**src/rtl/mem_arbiter_pkg.sv**
```systemverilog
// Shared definitions for the mem_arbiter block: FSM state encoding, reset
// polarity and the byte-select width helper.
package mem_arbiter_pkg;

  // Level of rst_i that resets the block.
  localparam logic RstEnable = 1'b1;

  // Bus ownership states of the arbiter.
  typedef enum logic [1:0] {
    ArbIdle    = 2'd0,
    ArbIfBusy  = 2'd1,
    ArbMemBusy = 2'd2,
    ArbIfDrop  = 2'd3
  } arb_state_t;

  // Number of byte enables for a data word.
  function automatic int sel_width(input int data_w);
    return data_w / 8;
  endfunction

endpackage

```
**src/rtl/mem_arbiter_watchdog.sv**
```systemverilog
// Bus watchdog for mem_arbiter: counts the cycles a bus transfer has been
// outstanding and flags expiry after LIMIT cycles without completion.
// Only instantiated when ARB_TIMEOUT_EN is defined.
module mem_arbiter_watchdog
  import mem_arbiter_pkg::*;
#(
  parameter int  LIMIT = 255,
  localparam int CNT_W = (LIMIT > 1) ? $clog2(LIMIT) : 1
) (
  input  logic clk_i,
  input  logic rst_i,
  input  logic start_i,   // transfer granted this cycle
  input  logic clear_i,   // transfer finishes this cycle (ack or expiry)
  output logic expire_o   // LIMIT-th outstanding cycle without completion
);

  logic             run_q;
  logic [CNT_W-1:0] cnt_q;

  // Count outstanding cycles from the grant edge until the transfer ends.
  always_ff @(posedge clk_i) begin
    if (rst_i == RstEnable) begin
      run_q <= 1'b0;
      cnt_q <= '0;
    end else if (start_i) begin
      run_q <= 1'b1;
      cnt_q <= '0;
    end else if (clear_i) begin
      run_q <= 1'b0;
      cnt_q <= '0;
    end else if (run_q) begin
      cnt_q <= cnt_q + 1'b1;
    end
  end

  assign expire_o = run_q && (cnt_q == CNT_W'(LIMIT - 1));

endmodule

```
**src/rtl/mem_arbiter.sv**
```systemverilog
// mem_arbiter: shares one synchronous memory bus between the instruction
// fetch port (read-only) and the MEM-stage load/store port. MEM has fixed
// priority; a granted transfer is never preempted. A flush cancels the
// fetch: an in-flight fetch is drained from the bus without an ack.
// Optional feature: define ARB_TIMEOUT_EN to abort transfers that wait
// TIMEOUT_CYCLES without bus_ack (bus_err pulse, owner acked with rdata 0).
module mem_arbiter
  import mem_arbiter_pkg::*;
#(
  parameter int  ADDR_W         = 32,
  parameter int  DATA_W         = 32,
  parameter int  TIMEOUT_CYCLES = 255,
  localparam int SEL_W          = sel_width(DATA_W)
) (
  input  logic              clk_i,
  input  logic              rst_i,
  input  logic              flush_i,
  // instruction fetch port
  input  logic              if_req_i,
  input  logic [ADDR_W-1:0] if_addr_i,
  output logic [DATA_W-1:0] if_rdata_o,
  output logic              if_ack_o,
  // load/store port
  input  logic              mem_req_i,
  input  logic              mem_we_i,
  input  logic [SEL_W-1:0]  mem_sel_i,
  input  logic [ADDR_W-1:0] mem_addr_i,
  input  logic [DATA_W-1:0] mem_wdata_i,
  output logic [DATA_W-1:0] mem_rdata_o,
  output logic              mem_ack_o,
  // memory bus
  output logic              bus_req_o,
  output logic              bus_we_o,
  output logic [SEL_W-1:0]  bus_sel_o,
  output logic [ADDR_W-1:0] bus_addr_o,
  output logic [DATA_W-1:0] bus_wdata_o,
  input  logic [DATA_W-1:0] bus_rdata_i,
  input  logic              bus_ack_i,
  // pipeline control
  output logic              stallreq_if_o,
  output logic              stallreq_mem_o,
  output logic              bus_err_o
);

  arb_state_t        state_q;
  logic              bus_req_q;
  logic              bus_we_q;
  logic [SEL_W-1:0]  bus_sel_q;
  logic [ADDR_W-1:0] bus_addr_q;
  logic [DATA_W-1:0] bus_wdata_q;
  logic              if_ack_q;
  logic [DATA_W-1:0] if_rdata_q;
  logic              mem_ack_q;
  logic [DATA_W-1:0] mem_rdata_q;
  logic              bus_err_q;

  // A requester whose ack is showing this cycle is finished, even if it
  // still holds its request line; it must not be granted again.
  logic mem_go;
  logic if_go;
  logic expire;

  assign mem_go = mem_req_i & ~mem_ack_q;
  assign if_go  = if_req_i & ~if_ack_q & ~flush_i;

`ifdef ARB_TIMEOUT_EN
  logic wd_start;
  logic wd_clear;

  assign wd_start = (state_q == ArbIdle) & (mem_go | if_go);
  assign wd_clear = (state_q != ArbIdle) & (bus_ack_i | expire);

  mem_arbiter_watchdog #(
    .LIMIT (TIMEOUT_CYCLES)
  ) u_watchdog (
    .clk_i    (clk_i),
    .rst_i    (rst_i),
    .start_i  (wd_start),
    .clear_i  (wd_clear),
    .expire_o (expire)
  );
`else
  // Without the watchdog a transfer waits for bus_ack indefinitely.
  assign expire = 1'b0;
  localparam int unused_timeout_cycles = TIMEOUT_CYCLES;
`endif

  // Arbitration FSM with registered bus strobes, acks and read data.
  // NOTE: every register here uses <= so all of them update together from
  // the values present before the edge; mixing in = would create order races.
  always_ff @(posedge clk_i) begin
    if (rst_i == RstEnable) begin
      state_q     <= ArbIdle;
      bus_req_q   <= 1'b0;
      bus_we_q    <= 1'b0;
      bus_sel_q   <= '0;
      bus_addr_q  <= '0;
      bus_wdata_q <= '0;
      if_ack_q    <= 1'b0;
      if_rdata_q  <= '0;
      mem_ack_q   <= 1'b0;
      mem_rdata_q <= '0;
      bus_err_q   <= 1'b0;
    end else begin
      if_ack_q  <= 1'b0;
      mem_ack_q <= 1'b0;
      bus_err_q <= 1'b0;
      case (state_q)
        ArbIdle: begin
          if (mem_go) begin
            state_q     <= ArbMemBusy;
            bus_req_q   <= 1'b1;
            bus_we_q    <= mem_we_i;
            bus_sel_q   <= mem_sel_i;
            bus_addr_q  <= mem_addr_i;
            bus_wdata_q <= mem_wdata_i;
          end else if (if_go) begin
            state_q     <= ArbIfBusy;
            bus_req_q   <= 1'b1;
            bus_we_q    <= 1'b0;
            bus_sel_q   <= '1;
            bus_addr_q  <= if_addr_i;
            bus_wdata_q <= '0;
          end
        end
        ArbMemBusy: begin
          if (bus_ack_i) begin
            state_q     <= ArbIdle;
            bus_req_q   <= 1'b0;
            mem_ack_q   <= 1'b1;
            mem_rdata_q <= bus_rdata_i;
          end else if (expire) begin
            state_q     <= ArbIdle;
            bus_req_q   <= 1'b0;
            mem_ack_q   <= 1'b1;
            mem_rdata_q <= '0;
            bus_err_q   <= 1'b1;
          end
        end
        ArbIfBusy: begin
          if (bus_ack_i || expire) begin
            state_q   <= ArbIdle;
            bus_req_q <= 1'b0;
            bus_err_q <= ~bus_ack_i;
            // a flush in the completing cycle still discards the word
            if (!flush_i) begin
              if_ack_q   <= 1'b1;
              if_rdata_q <= bus_ack_i ? bus_rdata_i : '0;
            end
          end else if (flush_i) begin
            state_q <= ArbIfDrop;
          end
        end
        ArbIfDrop: begin
          if (bus_ack_i || expire) begin
            state_q   <= ArbIdle;
            bus_req_q <= 1'b0;
            bus_err_q <= ~bus_ack_i;
          end
        end
        default: begin
          state_q   <= ArbIdle;
          bus_req_q <= 1'b0;
        end
      endcase
    end
  end

  assign bus_req_o      = bus_req_q;
  assign bus_we_o       = bus_we_q;
  assign bus_sel_o      = bus_sel_q;
  assign bus_addr_o     = bus_addr_q;
  assign bus_wdata_o    = bus_wdata_q;
  assign if_ack_o       = if_ack_q;
  assign if_rdata_o     = if_rdata_q;
  assign mem_ack_o      = mem_ack_q;
  assign mem_rdata_o    = mem_rdata_q;
  assign bus_err_o      = bus_err_q;
  assign stallreq_if_o  = if_req_i & ~if_ack_q;
  assign stallreq_mem_o = mem_req_i & ~mem_ack_q;

endmodule

```
**config.mk**
```make
export PLATFORM = sky130hd
export DESIGN_NAME = mem_arbiter
export DESIGN_NICKNAME = d
export VERILOG_FILES = /design/src/rtl/mem_arbiter_pkg.sv /design/src/rtl/mem_arbiter_watchdog.sv /design/src/rtl/mem_arbiter.sv
export SDC_FILE = /design/constraint.sdc
export NUM_CORES = 1
export LEC_CHECK = 0
export CORE_ASPECT_RATIO = 0.9
export CORE_UTILIZATION = 44
export CTS_CLUSTER_SIZE = 40
export DETAILED_ROUTE_END_ITERATION = 10
export GPL_TIMING_DRIVEN = 0
export PLACE_DENSITY = 0.95
export REMOVE_ABC_BUFFERS = 1
export SYNTH_ARGS = -nofsm -noshare
export SYNTH_HDL_FRONTEND = slang
export SYNTH_SLANG_ARGS = --single-unit
```
**constraint.sdc**
```tcl
create_clock -name clk_i -period 4 [get_ports clk_i]
set_clock_uncertainty 0.2 [all_clocks]
set_input_delay 0.8 -clock clk_i [delete_from_list [all_inputs] [get_ports clk_i]]
set_output_delay 0.8 -clock clk_i [all_outputs]
set_load 0.02 [all_outputs]
```
* After elaboration in Yosys (flattened, before gate mapping)
Cells that the tools add are included.
** Word-level totals
- Register bits after elaboration :: 139
- Bits in latches :: 0
- Memory bits (writable) :: 0
- Memory bits (read-only) :: 0
- Input bits :: 139
- Output and inout port bits :: 139
- Word-level logic and storage cells :: 61
- Memories kept :: 0
** Cells by class
- $add $sub $neg :: 0
- Multiply operators :: 0
- Div/mod/pow operators :: 0
- Order comparisons :: 0
- Eq/ne operators :: 7
- Shift operators :: 0
- Mux-type cells :: 20
- Bitwise gates (word level) :: 10
- Reductions and logical operators :: 13
** Operators by type and width (number)
- 32-bit 2-to-1 mux :: 4
- 2-bit 2-to-1 mux :: 5
- 3-bit OR reduction :: 3
- 4-bit 2-to-1 mux :: 2
- 1-bit 2-to-1 mux :: 7
- 1-bit NOT :: 7
- 3-bit != test, second input constant :: 2
- 2-bit case mux with 3 select lines :: 1
- 2-bit AND reduction :: 3
- 3-bit AND reduction :: 2
- 2-bit OR reduction :: 3
- 2-bit == test, second input constant :: 2
- 2-bit by 1-bit != test with 1-bit output, second input constant :: 2
- 1-bit bitwise AND :: 3
- 2-bit by 1-bit == test with 1-bit output, second input constant :: 1
- 2-bit logical NOT :: 1
- 1-bit case mux with 2 select lines :: 1
- 2-bit nonzero test :: 1

* Logic depth before layout (Yosys ltp)
Gate-level depths: netlist of the first run.
- Depth after elaboration :: 6
- Depth in mapped cells :: 7
- Gate-level depth less buffers :: 4

* Worst setup path after synthesis of the first run
Ideal clock, no wire load.
- Path type :: input to output
- From :: input mem_req_i
- To :: output stallreq_mem_o
- Arrival :: 1.304 ns
- Data required time :: 3.000 ns
- Setup slack :: 1.696 ns
- Stages :: 5
- Path buffers :: 3
- Cells stage by stage :: nand2b_1 buf_6 clkinv_2 buf_6 buf_6
** On the way
- Cells in the longest elaborated chain, start to end :: 1
** RTL lines
- start: declaration :: line mem_arbiter.sv:24 : input logic mem_req_i,
- 1-bit bitwise AND :: line mem_arbiter.sv:180 : assign stallreq_mem_o = mem_req_i & ~mem_ack_q;
- end: declaration :: line mem_arbiter.sv:41 : output logic stallreq_mem_o,
Every way passes these cells.

* Final worst setup path of the first run
Same ends and word-level chain as after synthesis.

==> flow_summary.toml, run 1 <==
[global_routing]
grt_overflow_total = 0
grt_max_degree = 82
grtUsageTotal_pct = 26.9
grt_antenna_before_repair = 0
grt_pass1_wl_um = 28600
grt_pass1_vias = 5719

[clock_network]
worstSkewPairLatency_ps = 410
cts_tree = "done"
post_cts_buffers = 0
cts_buffer_depth = 2
numCtsBuffers = 17
ctsHoldBuffers = 0
clock-sinks = 139
clk_pin_slew_ps = 60
htree_levels = 4
post_cts_resized = 0
clock-root-buffer = "clkbuf_16"

[route]
post_drt_wl_per_cell_um = 17.2
vias = 5915
viasPerCell = 5.48
first_pass_iters = 5
drc = 0
finalWirelength_um = 18600
ant_nets = 0
drt-initial-drc-count = 379

[synthesis]
synthSimpleGateAreaFrac_pct = 14.4
netlist_top_cells_count = "dfxtp_1, nand2_1, a21oi_1"
synth_top_area_share_pct = 47.7
synth-seq-cells = 139
synth_compound_area_share_pct = 28.9
synth.area.mux_share_pct = 0
synth_edf_count = 0
synthAdderAreaFrac_pct = 0
synth_top_flop_cell = "dfxtp_1"
synth_top_family_by_area = "compound AO/OA/AOI/OAI gates"
synthXorXnorAreaFrac_pct = 0
syn_avg_cell_area_um2 = 8.78
yosys_warnings = 0
yosysTopAreaCell = "dfxtp_1"
yosysUniqueCellTypes = 37
ys_seq_area_share_pct = 47.7
synthesis.area_mm2 = 0.00583
async_reset_ff_share_pct = 0
syn_inst = 664
synth_most_common_cell = "dfxtp_1"
synth_area_leaders = "dfxtp_1, a21oi_1, nand2_1"

[worst_setup_path]
cp_max_fo = 39
startpoint = "mem_req_i"
crit_top_cell = "clkdlybuf4s50_1"
cp.required_ps = 3000
r2r-start = "mem_ack_o$_SDFF_PP0_"
startpoint_type = "input port"
slowest_stage = "clkdlybuf4s50_1"
r2r_end = "bus_addr_o[9]$_SDFFE_PP0P_"
path_cells = "clkdlybuf4s50_1 > nand2b_2 > inv_4 > clkdlybuf4s50_1"
cp-end-kind = "primary output"
r2r_slack_ps = 1390
reg2reg_depth = 4
critPathKind = "in -> out"
slowest_delay_ps = 700
crit_arrival_ps = 2850

[place]
portBuffers = 277
place_hpwl_um = 12700
globalplace.congestion = 0.810

[timing]
fmax_mhz = 260
slew_headroom_pct = 11.8
worst_pin_slew_ps = 1320
hold_violations = 0
fin_hold_ws_ps = 251
post-route-period-util_pct = 96.2
rsz0062_at_grt = "false"
setup_viol = 0
slew_viol_final = 0
period_needed_ps = 3850

[floorplanning]
dieHeight_um = 111
row_count = 39
io_pins = 278
start_util_pct = 45.6
dieWidth_um = 123
coreArea_mm2 = 0.0128
die_area_mm2 = 0.0137

[hold_path]
holdCritStartpoint = "if_rdata_o[2]$_SDFFE_PP0P_"
worstHoldEndpoint = "if_rdata_o[2]$_SDFFE_PP0P_"
hold_path.class = "reg -> reg"
hold_depth = 2

[final_layout]
final_core_util_pct = 71.7
area_delta_synth_final_pct = 57.2
fin_nets = 1043
diodes = 0
drive_gt1_share_pct = 11.9

[status]
status = "finished clean"

[power_and_ir_drop]
p_per_area_mw_per_mm2 = 408
p_leak_nw = 3.11
ir_drop_v = 0.000331

[job]
maxCapViolations = 0
==> worst max-delay path: cells and delay by family <==
kind | cells | cell delay (ps)
buffers and inverters | 3 | 1680
and+or+nand+nor | 1 | 340
==> logic make-up (layout without fill, tap and decap cells) <==
| kind of cell | after synthesis | in the layout |
|---|---|---|
| AO/OA/AOI/OAI | 236 | 236 |
| buffers and inverters | 98 | 350 |
| flip-flops | 139 | 139 |
| other | 1 | 1 |
| AND/OR/NAND/NOR | 190 | 190 |
==> registers in the layout, indices dropped and copies added (netlist names), 2 cells and up <==
name / count
bus_addr_o: 32
bus_wdata_o: 32
if_rdata_o: 32
mem_rdata_o: 32
bus_sel_o: 4
state_q: 2
==> placed cells by master, fill, tap and decap left out, types with 17 or more instances in the layout <==
cell	n
clkdlybuf4s50_1	276
dfxtp_1	139
nand2_1	128
a21oi_1	102
nand3_1	33
inv_1	32
a22oi_2	29
a21oi_2	29
a221oi_1	26
o21ai_0	25
clkbuf_16	17
==> cell type report <==
| type | instances | area [um^2] |
|---|---|---|
| clock buffers | 23 | 468 |
| flip-flops and latches | 139 | 2780 |
| inverters | 33 | 126 |
| fillers | 911 | 3620 |
| repair buffers | 286 | 2950 |
| clock inverters | 8 | 70.1 |
| multi-input cells | 427 | 2560 |
| well taps | 164 | 205 |
==> metrics by stage <==
| step | TNS (ps) | cell area, um^2 | std cells | total power [mW] | setup slack (ps) |
|---|---|---|---|---|---|
| 2_1_floorplan | -5170 | 5440 | 599 | 1.89 | -171 |
| 3_3_place_gp | -280800 | 8410 | 1040 | 2.29 | -2760 |
| 3_5_place_dp | -5420 | 8590 | 1048 | 2.31 | -203 |
| 4_1_cts | 0 | 9130 | 1079 | 3.75 | 19.5 |
| 5_1_grt | 0 | 9170 | 1080 | 3.88 | 88.1 |
| 6_report | 0 | 9170 | 1080 | 3.74 | 153 |
==> worst max path at each step <==
stage          slack, ps                           to  cells past startpoint
2_1_floorplan       -170   bus_addr_o[0]$_SDFFE_PP0P_                      4
3_3_place_gp       -2760  bus_addr_o[14]$_SDFFE_PP0P_                      5
3_5_place_dp        -200  bus_addr_o[28]$_SDFFE_PP0P_                      5
4_1_cts               20               stallreq_mem_o                      4
5_1_grt               90               stallreq_mem_o                      4
6_report             150               stallreq_mem_o                      4
==> where the power goes <==
group	switching, mW	total [mW]	internal [mW]
logic	0.388	0.766	0.378
clock network	0.564	1.44	0.878
registers	0.0586	1.53	1.47
total	1.01	3.74	2.73
==> layer usage <==
metal  up-vias  global-route usage, %  wire length [um]
met3        53                   8.08              1400
met4         0                   12.1               626
met2       239                   46.0              9180
met1      2832                   30.2              7400
li1       2791                      -                 -
met5         -                      0                 0
No activity file was read; power rests on OpenSTA's default activity.
==> inputs of run 2 (changes only) <==
--- a/config.mk
+++ b/config.mk
@@ -5,6 +5,7 @@
 export SDC_FILE = /design/constraint.sdc
 export NUM_CORES = 1
 export LEC_CHECK = 0
+export CAP_MARGIN = 20
 export CORE_ASPECT_RATIO = 0.9
 export CORE_UTILIZATION = 44
 export CTS_CLUSTER_SIZE = 40
==> run 2 against run 1 <==
Net effect:
- fmax increased by 1.2%
- non-clock buffer count increased by 2
- core utilization increased by 0.27 points
- worst setup slack improved by 46 ps
- final area increased by 0.38%
- sequential power about the same
- global-route usage decreased by 0.075 points
- worst hold slack improved by 0.65 ps
- count of clock-buffer cells in the layout increased by 2
- first-iteration DRC count decreased by 2.4%
- critical path type unchanged
- critical endpoint unchanged
==> flow_summary.toml, run 2 (synthesis gave the netlist of run 1 again) <==
[status]
status = "finished clean"

[timing]
hold_violations = 0
post-route-period-util_pct = 95.0
tns_ps = 0
period_needed_ps = 3800
slew_viol_final = 0
setup_viol = 0
rsz0062_at_grt = "false"
slew_headroom_pct = 31.9
fmax_mhz = 263
worst_pin_slew_ps = 1020

[final_layout]
fin_nets = 1045
drive_gt1_share_pct = 12.1
final_cell_mix = "clkdlybuf4s50_1, dfxtp_1, nand2_1"
fin_cells = 1083
diodes = 0
fin_area_mm2 = 0.00920
final_common_cell = "clkdlybuf4s50_1"
area_delta_synth_final_pct = 57.8

[power_and_ir_drop]
p_leak_nw = 3.13
p_per_area_mw_per_mm2 = 410
ir_drop_v = 0.000339
finalPower_mw = 3.77

[clock_network]
cts_tree = "done"
clock-sinks = 139
clock-root-buffer = "clkbuf_16"
numCtsBuffers = 17
clk_pin_slew_ps = 50
htree_levels = 4
post_cts_buffers = 0
worstSkewPairLatency_ps = 410
cts_buffer_depth = 2

[route]
drt-initial-drc-count = 370
drc = 0
viasPerCell = 5.39
post_drt_wl_per_cell_um = 17.2
vias = 5836
ant_nets = 0
first_pass_iters = 5
finalWirelength_um = 18600

[place]
globalplace.congestion = 0.810
dpl_cell_area_mm2 = 0.00865
portBuffers = 277
dp_cells = 1051
place_hpwl_um = 12800

[worst_setup_path]
cp-end-kind = "primary output"
cp_max_fo = 39
crit_arrival_ps = 2800
critPathKind = "in -> out"
cp.required_ps = 3000
startpoint_type = "input port"

[global_routing]
grt_overflow_total = 0
grt_pass1_vias = 5599
grtUsageTotal_pct = 26.8
grt_antenna_before_repair = 0
grt_max_degree = 82
grt_pass1_wl_um = 28400

[floorplanning]
io_pins = 278
start_util_pct = 45.6
coreArea_mm2 = 0.0128
dieWidth_um = 123
die_area_mm2 = 0.0137
dieHeight_um = 111
row_count = 39

[hold_path]
hold_path.class = "reg -> reg"

[job]
maxCapViolations = 0
[run 2: layout make-up]
type / instances / area [um^2]
tap: 164 / 205
inverter: 33 / 126
multi-input combinational: 427 / 2550
fill: 920 / 3580
timing repair buffer: 288 / 2980
clock buffer: 25 / 485
sequential: 139 / 2780
clock inverter: 7 / 65.1
[run 2: path summary, 6_finish.rpt]
check	startpoint	to	slack, ps	cells past startpoint
max	mem_req_i	stallreq_mem_o	200	4
min reg2reg	if_rdata_o[6]$_SDFFE_PP0P_	if_rdata_o[6]$_SDFFE_PP0P_	250	2
max reg2reg	mem_ack_o$_SDFF_PP0_	bus_addr_o[1]$_SDFFE_PP0P_	1430	5
min	if_rdata_o[6]$_SDFFE_PP0P_	if_rdata_o[6]$_SDFFE_PP0P_	250	2
[run 2: critical path, stage by stage]
cell             delay, ps
clkdlybuf4s50_1        500
nand2b_2               320
inv_4                  450
clkdlybuf4s50_1        700
[run 2: metrics by stage]
step	hold slack (ps)	worst slack, ps	util (%)
floorplan	322	-171	-
global placement	241	-2760	65.8
detailed placement	246	29.4	67.6
CTS	253	17.9	72.0
global route	271	101	72.0
finish	252	199	72.0
[run 2: per-layer routing]
metal | global-route usage (%) | vias to the layer above | wire length [um]
met5 | 0 | - | 0
met4 | 11.7 | 0 | 602
met2 | 45.3 | 235 | 9240
met3 | 9.05 | 54 | 1390
met1 | 30.1 | 2754 | 7400
li1 | - | 2793 | -
[run 2: timing repair]
action,4_1_cts,5_1_grt
setup endpoints to repair,0,1
resized for setup,0,1
hold buffers,0,0
[run 2: power by group]
part / leakage (nW) / switching (mW) / internal (mW)
clock network: 0.267 / 0.571 / 0.901
registers: 1.14 / 0.0578 / 1.47
logic: 1.72 / 0.387 / 0.382
total: 3.13 / 1.02 / 2.75
==> inputs of run 3 (changes only) <==
--- a/config.mk
+++ b/config.mk
@@ -5,7 +5,6 @@
 export SDC_FILE = /design/constraint.sdc
 export NUM_CORES = 1
 export LEC_CHECK = 0
-export CAP_MARGIN = 20
 export CORE_ASPECT_RATIO = 0.9
 export CORE_UTILIZATION = 44
 export CTS_CLUSTER_SIZE = 40
==> results of run 3 <==
Final layout, timing and power as in run 1 (identical DEF).
